<file path="config.mk">
export PLATFORM = sky130hd
export DESIGN_NAME = lightbike_input_arbiter
export DESIGN_NICKNAME = d
export VERILOG_FILES = /design/src/rtl/lightbike_pkg.sv /design/src/rtl/dir_fifo.sv /design/src/rtl/lightbike_input_arbiter.sv
export SDC_FILE = /design/constraint.sdc
export NUM_CORES = 1
export LEC_CHECK = 0
export ABC_AREA = 1
export BUFFER_PORTS_ARGS = -buffer_cell sky130_fd_sc_hd__clkbuf_2
export CORE_MARGIN = 5
export CORE_UTILIZATION = 25
export CTS_CLUSTER_SIZE = 28
export DETAILED_ROUTE_END_ITERATION = 10
export GPL_TIMING_DRIVEN = 0
export MAX_ROUTING_LAYER = met4
export PLACE_DENSITY_LB_ADDON = 0.25
export RECOVER_POWER = 50
export SYNTH_ARGS = -nofsm -noshare
export SYNTH_HDL_FRONTEND = slang
export SYNTH_HIERARCHICAL = 1
export SYNTH_SLANG_ARGS = --single-unit
</file>
<file path="constraint.sdc">
create_clock -name c50 -period 2.8 [get_ports c50]
set_input_delay 0.28 -clock c50 [delete_from_list [all_inputs] [get_ports c50]]
set_output_delay 0.28 -clock c50 [all_outputs]
set_load 0.02 [all_outputs]
</file>
<file path="src/rtl/lightbike_pkg.sv">
// Shared lightbike definitions: direction encoding, keyboard scan codes and reset directions.
package lightbike_pkg;

  typedef logic [1:0] dir_t;

  localparam dir_t DIR_UP    = 2'b00;
  localparam dir_t DIR_RIGHT = 2'b01;
  localparam dir_t DIR_DOWN  = 2'b10;
  localparam dir_t DIR_LEFT  = 2'b11;

  // {extended, code}: player 1 on W/D/S/A, player 2 on the E0-prefixed arrows
  localparam logic [8:0] KEY_P1_UP    = 9'h01D;
  localparam logic [8:0] KEY_P1_RIGHT = 9'h023;
  localparam logic [8:0] KEY_P1_DOWN  = 9'h01B;
  localparam logic [8:0] KEY_P1_LEFT  = 9'h01C;
  localparam logic [8:0] KEY_P2_UP    = 9'h175;
  localparam logic [8:0] KEY_P2_RIGHT = 9'h174;
  localparam logic [8:0] KEY_P2_DOWN  = 9'h172;
  localparam logic [8:0] KEY_P2_LEFT  = 9'h16B;

  localparam dir_t P1_DIR_RST = DIR_RIGHT;
  localparam dir_t P2_DIR_RST = DIR_LEFT;

  function automatic dir_t opposite(input dir_t d);
    return d ^ 2'b10;
  endfunction

endpackage

</file>
<file path="src/rtl/dir_fifo.sv">
// Per-player direction queue: DEPTH x 2-bit ring buffer with occupancy count.
// Pops on an empty queue are ignored; a push into a full queue only lands when a pop frees the slot.
module dir_fifo
  import lightbike_pkg::*;
#(
  parameter int DEPTH = 4
) (
  input  logic       clk,
  input  logic       rst_n,
  input  logic       push,
  input  logic       pop,
  input  logic       flush,
  input  logic [1:0] din,
  output logic [1:0] head,
  output logic [1:0] tail,
  output logic       empty,
  output logic       full
);

  localparam int AW = $clog2(DEPTH);

  logic [1:0]    mem_r [DEPTH];
  logic [AW-1:0] wr_ptr_r;
  logic [AW-1:0] rd_ptr_r;
  logic [AW:0]   count_r;
  logic          do_push_s;
  logic          do_pop_s;

  assign empty     = (count_r == (AW+1)'(0));
  assign full      = (count_r == (AW+1)'(DEPTH));
  assign head      = mem_r[rd_ptr_r];
  assign tail      = mem_r[wr_ptr_r - AW'(1)];
  assign do_pop_s  = pop & ~empty;
  assign do_push_s = push & (~full | do_pop_s);

  // Storage, power-of-two pointers wrap naturally; flush drops contents without touching storage
  always_ff @(posedge clk or negedge rst_n) begin
    if (!rst_n) begin
      for (int i = 0; i < DEPTH; i++) mem_r[i] <= 2'b00;
      wr_ptr_r <= '0;
      rd_ptr_r <= '0;
      count_r  <= '0;
    end else if (flush) begin
      wr_ptr_r <= '0;
      rd_ptr_r <= '0;
      count_r  <= '0;
    end else begin
      if (do_push_s) begin
        mem_r[wr_ptr_r] <= din;
        wr_ptr_r        <= wr_ptr_r + AW'(1);
      end
      if (do_pop_s) begin
        rd_ptr_r <= rd_ptr_r + AW'(1);
      end
      case ({do_push_s, do_pop_s})
        2'b10:   count_r <= count_r + (AW+1)'(1);
        2'b01:   count_r <= count_r - (AW+1)'(1);
        default: count_r <= count_r;
      endcase
    end
  end

endmodule

</file>
<file path="src/rtl/lightbike_input_arbiter.sv">
// Key-event to per-player direction queue arbiter for the lightbike game.
// Define LIGHTBIKE_REVERSE_FILTER_EN to drop 180-degree reversals at enqueue time.
module lightbike_input_arbiter
  import lightbike_pkg::*;
#(
  parameter int FIFO_DEPTH = 4
) (
  input  logic       c50,
  input  logic       reset_all,
  input  logic       key_valid,
  input  logic [8:0] key_code,
  input  logic       key_break,
  input  logic       tick,
  input  logic       enable,
  output logic [1:0] p1_dir,
  output logic [1:0] p2_dir,
  output logic       p1_turn,
  output logic       p2_turn,
  output logic       p1_ovf,
  output logic       p2_ovf
);

  logic       hit_s    [2];
  dir_t       new_s    [2];
  dir_t       ref_s    [2];
  logic       ok_s     [2];
  logic       push_s   [2];
  logic       pop_s    [2];
  logic       drop_s   [2];
  dir_t       head_s   [2];
  dir_t       tail_s   [2];
  logic       empty_s  [2];
  logic       full_s   [2];
  dir_t       dir_r    [2];
  logic       turn_r   [2];
  logic       ovf_r    [2];

  // Scan-code decode; index 0 is player 1, index 1 is player 2
  always_comb begin
    for (int i = 0; i < 2; i++) begin
      hit_s[i] = 1'b0;
      new_s[i] = DIR_UP;
    end
    if (key_valid && !key_break && enable) begin
      case (key_code)
        KEY_P1_UP:    begin hit_s[0] = 1'b1; new_s[0] = DIR_UP;    end
        KEY_P1_RIGHT: begin hit_s[0] = 1'b1; new_s[0] = DIR_RIGHT; end
        KEY_P1_DOWN:  begin hit_s[0] = 1'b1; new_s[0] = DIR_DOWN;  end
        KEY_P1_LEFT:  begin hit_s[0] = 1'b1; new_s[0] = DIR_LEFT;  end
        KEY_P2_UP:    begin hit_s[1] = 1'b1; new_s[1] = DIR_UP;    end
        KEY_P2_RIGHT: begin hit_s[1] = 1'b1; new_s[1] = DIR_RIGHT; end
        KEY_P2_DOWN:  begin hit_s[1] = 1'b1; new_s[1] = DIR_DOWN;  end
        KEY_P2_LEFT:  begin hit_s[1] = 1'b1; new_s[1] = DIR_LEFT;  end
        default: begin
          hit_s[0] = 1'b0;
          hit_s[1] = 1'b0;
        end
      endcase
    end else begin
      hit_s[0] = 1'b0;
      hit_s[1] = 1'b0;
    end
  end

  // Filtering against the reference direction, all decisions on pre-cycle queue state
  always_comb begin
    for (int i = 0; i < 2; i++) begin
      ref_s[i] = empty_s[i] ? dir_r[i] : tail_s[i];
      pop_s[i] = tick & enable & ~empty_s[i];
`ifdef LIGHTBIKE_REVERSE_FILTER_EN
      ok_s[i]  = (new_s[i] != ref_s[i]) && (new_s[i] != opposite(ref_s[i]));
`else
      ok_s[i]  = (new_s[i] != ref_s[i]);
`endif
      push_s[i] = hit_s[i] & ok_s[i] & (~full_s[i] | pop_s[i]);
      drop_s[i] = hit_s[i] & ok_s[i] & full_s[i] & ~pop_s[i];
    end
  end

  for (genvar g = 0; g < 2; g++) begin : g_fifo
    dir_fifo #(.DEPTH(FIFO_DEPTH)) u_fifo (
      .clk   (c50),
      .rst_n (reset_all),
      .push  (push_s[g]),
      .pop   (pop_s[g]),
      .flush (~enable),
      .din   (new_s[g]),
      .head  (head_s[g]),
      .tail  (tail_s[g]),
      .empty (empty_s[g]),
      .full  (full_s[g])
    );
  end

  // Output registers: direction loads on pop, turn pulses, sticky overflow cleared by enable low
  always_ff @(posedge c50 or negedge reset_all) begin
    if (!reset_all) begin
      dir_r[0]  <= P1_DIR_RST;
      dir_r[1]  <= P2_DIR_RST;
      turn_r[0] <= 1'b0;
      turn_r[1] <= 1'b0;
      ovf_r[0]  <= 1'b0;
      ovf_r[1]  <= 1'b0;
    end else begin
      for (int i = 0; i < 2; i++) begin
        turn_r[i] <= pop_s[i];
        if (pop_s[i]) dir_r[i] <= head_s[i];
        if (!enable) begin
          ovf_r[i] <= 1'b0;
        end else if (drop_s[i]) begin
          ovf_r[i] <= 1'b1;
        end
      end
    end
  end

  assign p1_dir  = dir_r[0];
  assign p2_dir  = dir_r[1];
  assign p1_turn = turn_r[0];
  assign p2_turn = turn_r[1];
  assign p1_ovf  = ovf_r[0];
  assign p2_ovf  = ovf_r[1];

endmodule
</file>
==> impl_metrics.ini <==
[outcome]
status = complete, but fails checks
violations = capacitance limit, slew limit

[worst_setup_path]
worstPathMaxFanout = 6
start_kind = register
cpLargestDelayFamily = adder cells
reg2reg_slack_ns = 0.10
crit_top_cell = nand2_1
max_stage_delay_ns = 0.40
cp.required_ns = 2.98
worst-path-buf-inv = 5
endpoint_kind = register
cpMaxStageDelayCell = dfrtp_2
path_class = reg -> reg
cp.arrival_ns = 2.88
worstPathCellList = inv_4 > ha_4 > inv_4 > o21ai_2 > o22ai_2 > o21ai_1 > nand3b_1 > nand2_1 > nand2_2 > o21ai_4 > a21oi_4 > inv_2 > nand3_4 > inv_2 > fa_2 > xnor2_2 > inv_1 > nand2_1 > nand2_1 > nand3_1 > nand2_1

[logic_synthesis]
async_flop_share = 1.00
yosys.area.top_type = dfrtp_1
synth.net_count = 383
ys.flop_type = dfrtp_1
synth_top_area_share = 0.322
synth_area_sq_um = 2720
synth_common_cells = 86 x nand2_1, 47 x inv_1, 37 x nor2_1
ys_ff_latch = 38
synth_warnings = 6
synth_edf_count = 0
syn_inst = 358
yosysMostFrequentCell = nand2_1
synth-seq-area-share = 0.351
yosys-top-cells-area = dfrtp_1 32%, nand2_1 12%, inv_1 6.5%, o21ai_2 5.5%, nor2_1 5.1%
syn_area_per_cell_sq_um = 7.59
yosys.cell_types.count = 32

[layout]
layout.cells.non_filler = 548
nFillCells = 1186
drive_above_1_share = 0.333
fin_area_sq_um = 3410
num_antenna_cells = 0
area_growth_pct = 25.4
nNetsFinal = 432
final_util = 0.317

[global_route]
grt_pass1_vias = 2381
grt_overflow = 0
grt_pass1_wl_microns = 11100
antenna_found_initial = 0
grt_use_total = 0.107
grt_max_degree = 39

[clock_tree]
cts.sinks = 38
root_buffer = clkbuf_8
cts.path.max_buffers = 2
htreeDepth = 2
clk_latency_ns = 0.29
cts_buffers = 5
clk_pin_slew_ns = 0.08
cts_tree = built

[place]
dp_hpwl_microns = 4740
io_buffers = 22
place_area_sq_um = 3020
gp_congestion = 0.864
dp.cells = 520

[route]
top_layer_used = met4
route.met2.wl_microns = 3100
met3WireLength_microns = 169
drt_wl_total_microns = 6380
viasPerCell = 4.39
postRouteAntennaNets = 0
drt_pass1_iterations = 4
wl_met1_microns = 3040
drt-initial-drc-count = 88
vias = 2404
wl_per_cell_microns = 11.6
drcViolationCount = 0

[power]
p_leak_nw = 1.67
power_w = 0.00182
ir_drop_uv = 225
power_density_nw_per_um2 = 534

[sta]
skew_ns = 0.00286
rsz0062_at_grt = yes
worst_pin_slew_ns = 2.17
layout_min_cycle_time_ns = 2.70
fmax_ghz = 0.370
maxSlewHeadroom = -0.444
slew_viol_final = 39
setup_viol = 0
hold_viol = 0
fin_crit_sh = 0.964
finalSetupTns_ns = 0

[floorplan]
die_area_sq_um = 13100
fp-row-count = 38
die_x_microns = 114
start_util = 0.253
core_sq_um = 10700
die_h_microns = 114
io-pin-count = 23

[flow_run]
maxCapViolCount = 1

[hold_path]
hp-class = in -> reg
## cell families after synthesis
family / count (synthesis) / synth area share
AOI/OAI and AO/OA: 68 / 0.155
buffers and inverters: 62 / 0.116
DFF: 38 / 0.351
xor gates and xnor gates: 2 / 0.00644
adders and majority gates: 10 / 0.0515
and+or+nand+nor: 178 / 0.320
## repair_timing
item | 4_1_cts | 5_1_grt
hold buffers | 0 | 0
endpoints found under the setup margin | 4 | 4
buffers inserted | 6 | 14
resized for setup | 9 | 31
pin swaps | 0 | 22
## registers in the layout, indices dropped and copies added, names as in the netlist
signal and flops:
g_fifo.u_fifo/mem_r 16, p2_turn 1, g_fifo.u_fifo/count_r 6, p1_turn 1
g_fifo.u_fifo/wr_ptr_r 4, p2_dir 2, p1_dir 2, p2_ovf 1
g_fifo.u_fifo/rd_ptr_r 4, p1_ovf 1
## metal layers
| metal | vias up | track usage |
|---|---|---|
| met3 | 5 | 0.0211 |
| met5 | - | - |
| met2 | 26 | 0.176 |
| met1 | 1106 | 0.133 |
| met4 | 0 | 0.0309 |
| li1 | 1267 | - |
## layout make-up
type | instances | area, sq um | area share
plain buffers | 2 | 31.3 | 0.00918
multi-input cells | 258 | 1600 | 0.470
inverters | 60 | 295 | 0.0866
clock buffers | 7 | 86.3 | 0.0253
repair buffers | 42 | 255 | 0.0749
well taps | 140 | 175 | 0.0514
flip-flops and latches | 38 | 957 | 0.281
clock inverters | 1 | 5.00 | 0.00147
## worst register-to-register path, delay by kind of cell, from the launching register on
kind / cells / cell delay (ns)
AO/OA/AOI/OAI: 5 / 0.51
XOR/XNOR: 1 / 0.18
adder cells (fa/ha/maj): 2 / 0.67
buffers and inverters: 5 / 0.26
flip-flops: 1 / 0.40
AND/OR/NAND/NOR: 8 / 0.55
## placed cells by master (no fill, tap or decap), drive strengths merged
cell and instances:
dfrtp 35, o21ai 52, nor3 6, fa 2
o22ai 8, nor2 42, inv 54, nand2 91
buf 22, nand3 26, nand4 10, nand3b 3
bufinv 4, clkinv 2, clkinvlp 1, ha 8
a21oi 8, clkbuf 29, dfstp 3, xnor2 2
## per-stage QoR
step,hold WS [ns],setup WS [ns]
after CTS,0.178,-0.0332
final,0.378,0.100
after global routing,0.399,-0.0660
after global placement,0.498,-0.378
after floorplan,-0.0156,0.00665
after detailed placement,0.504,-0.423
## power breakdown
group | switching (W) | total, W | internal (W)
clock network | 0.000202 | 0.000401 | 0.000199
registers | 0.0000818 | 0.000702 | 0.000621
logic | 0.000438 | 0.000716 | 0.000278
total | 0.000721 | 0.00182 | 0.00110
## final timing paths
check | from | cells after the start | to
max | g_fifo[1].u_fifo/wr_ptr_r[0]$_DFFE_PN0P_ | 21 | g_fifo[1].u_fifo/count_r[2]$_DFFE_PN0P_
min | tick | 3 | p1_turn$_DFF_PN0_
max reg2reg | g_fifo[1].u_fifo/wr_ptr_r[0]$_DFFE_PN0P_ | 21 | g_fifo[1].u_fifo/count_r[2]$_DFFE_PN0P_
min reg2reg | p2_ovf$_DFFE_PN0P_ | 2 | p2_ovf$_DFFE_PN0P_
max in group asynchronous | reset_all | 1 | g_fifo[1].u_fifo/wr_ptr_r[0]$_DFFE_PN0P_
min in group asynchronous | reset_all | 1 | g_fifo[0].u_fifo/count_r[1]$_DFFE_PN0P_
(Power assumes the default switching activity.)
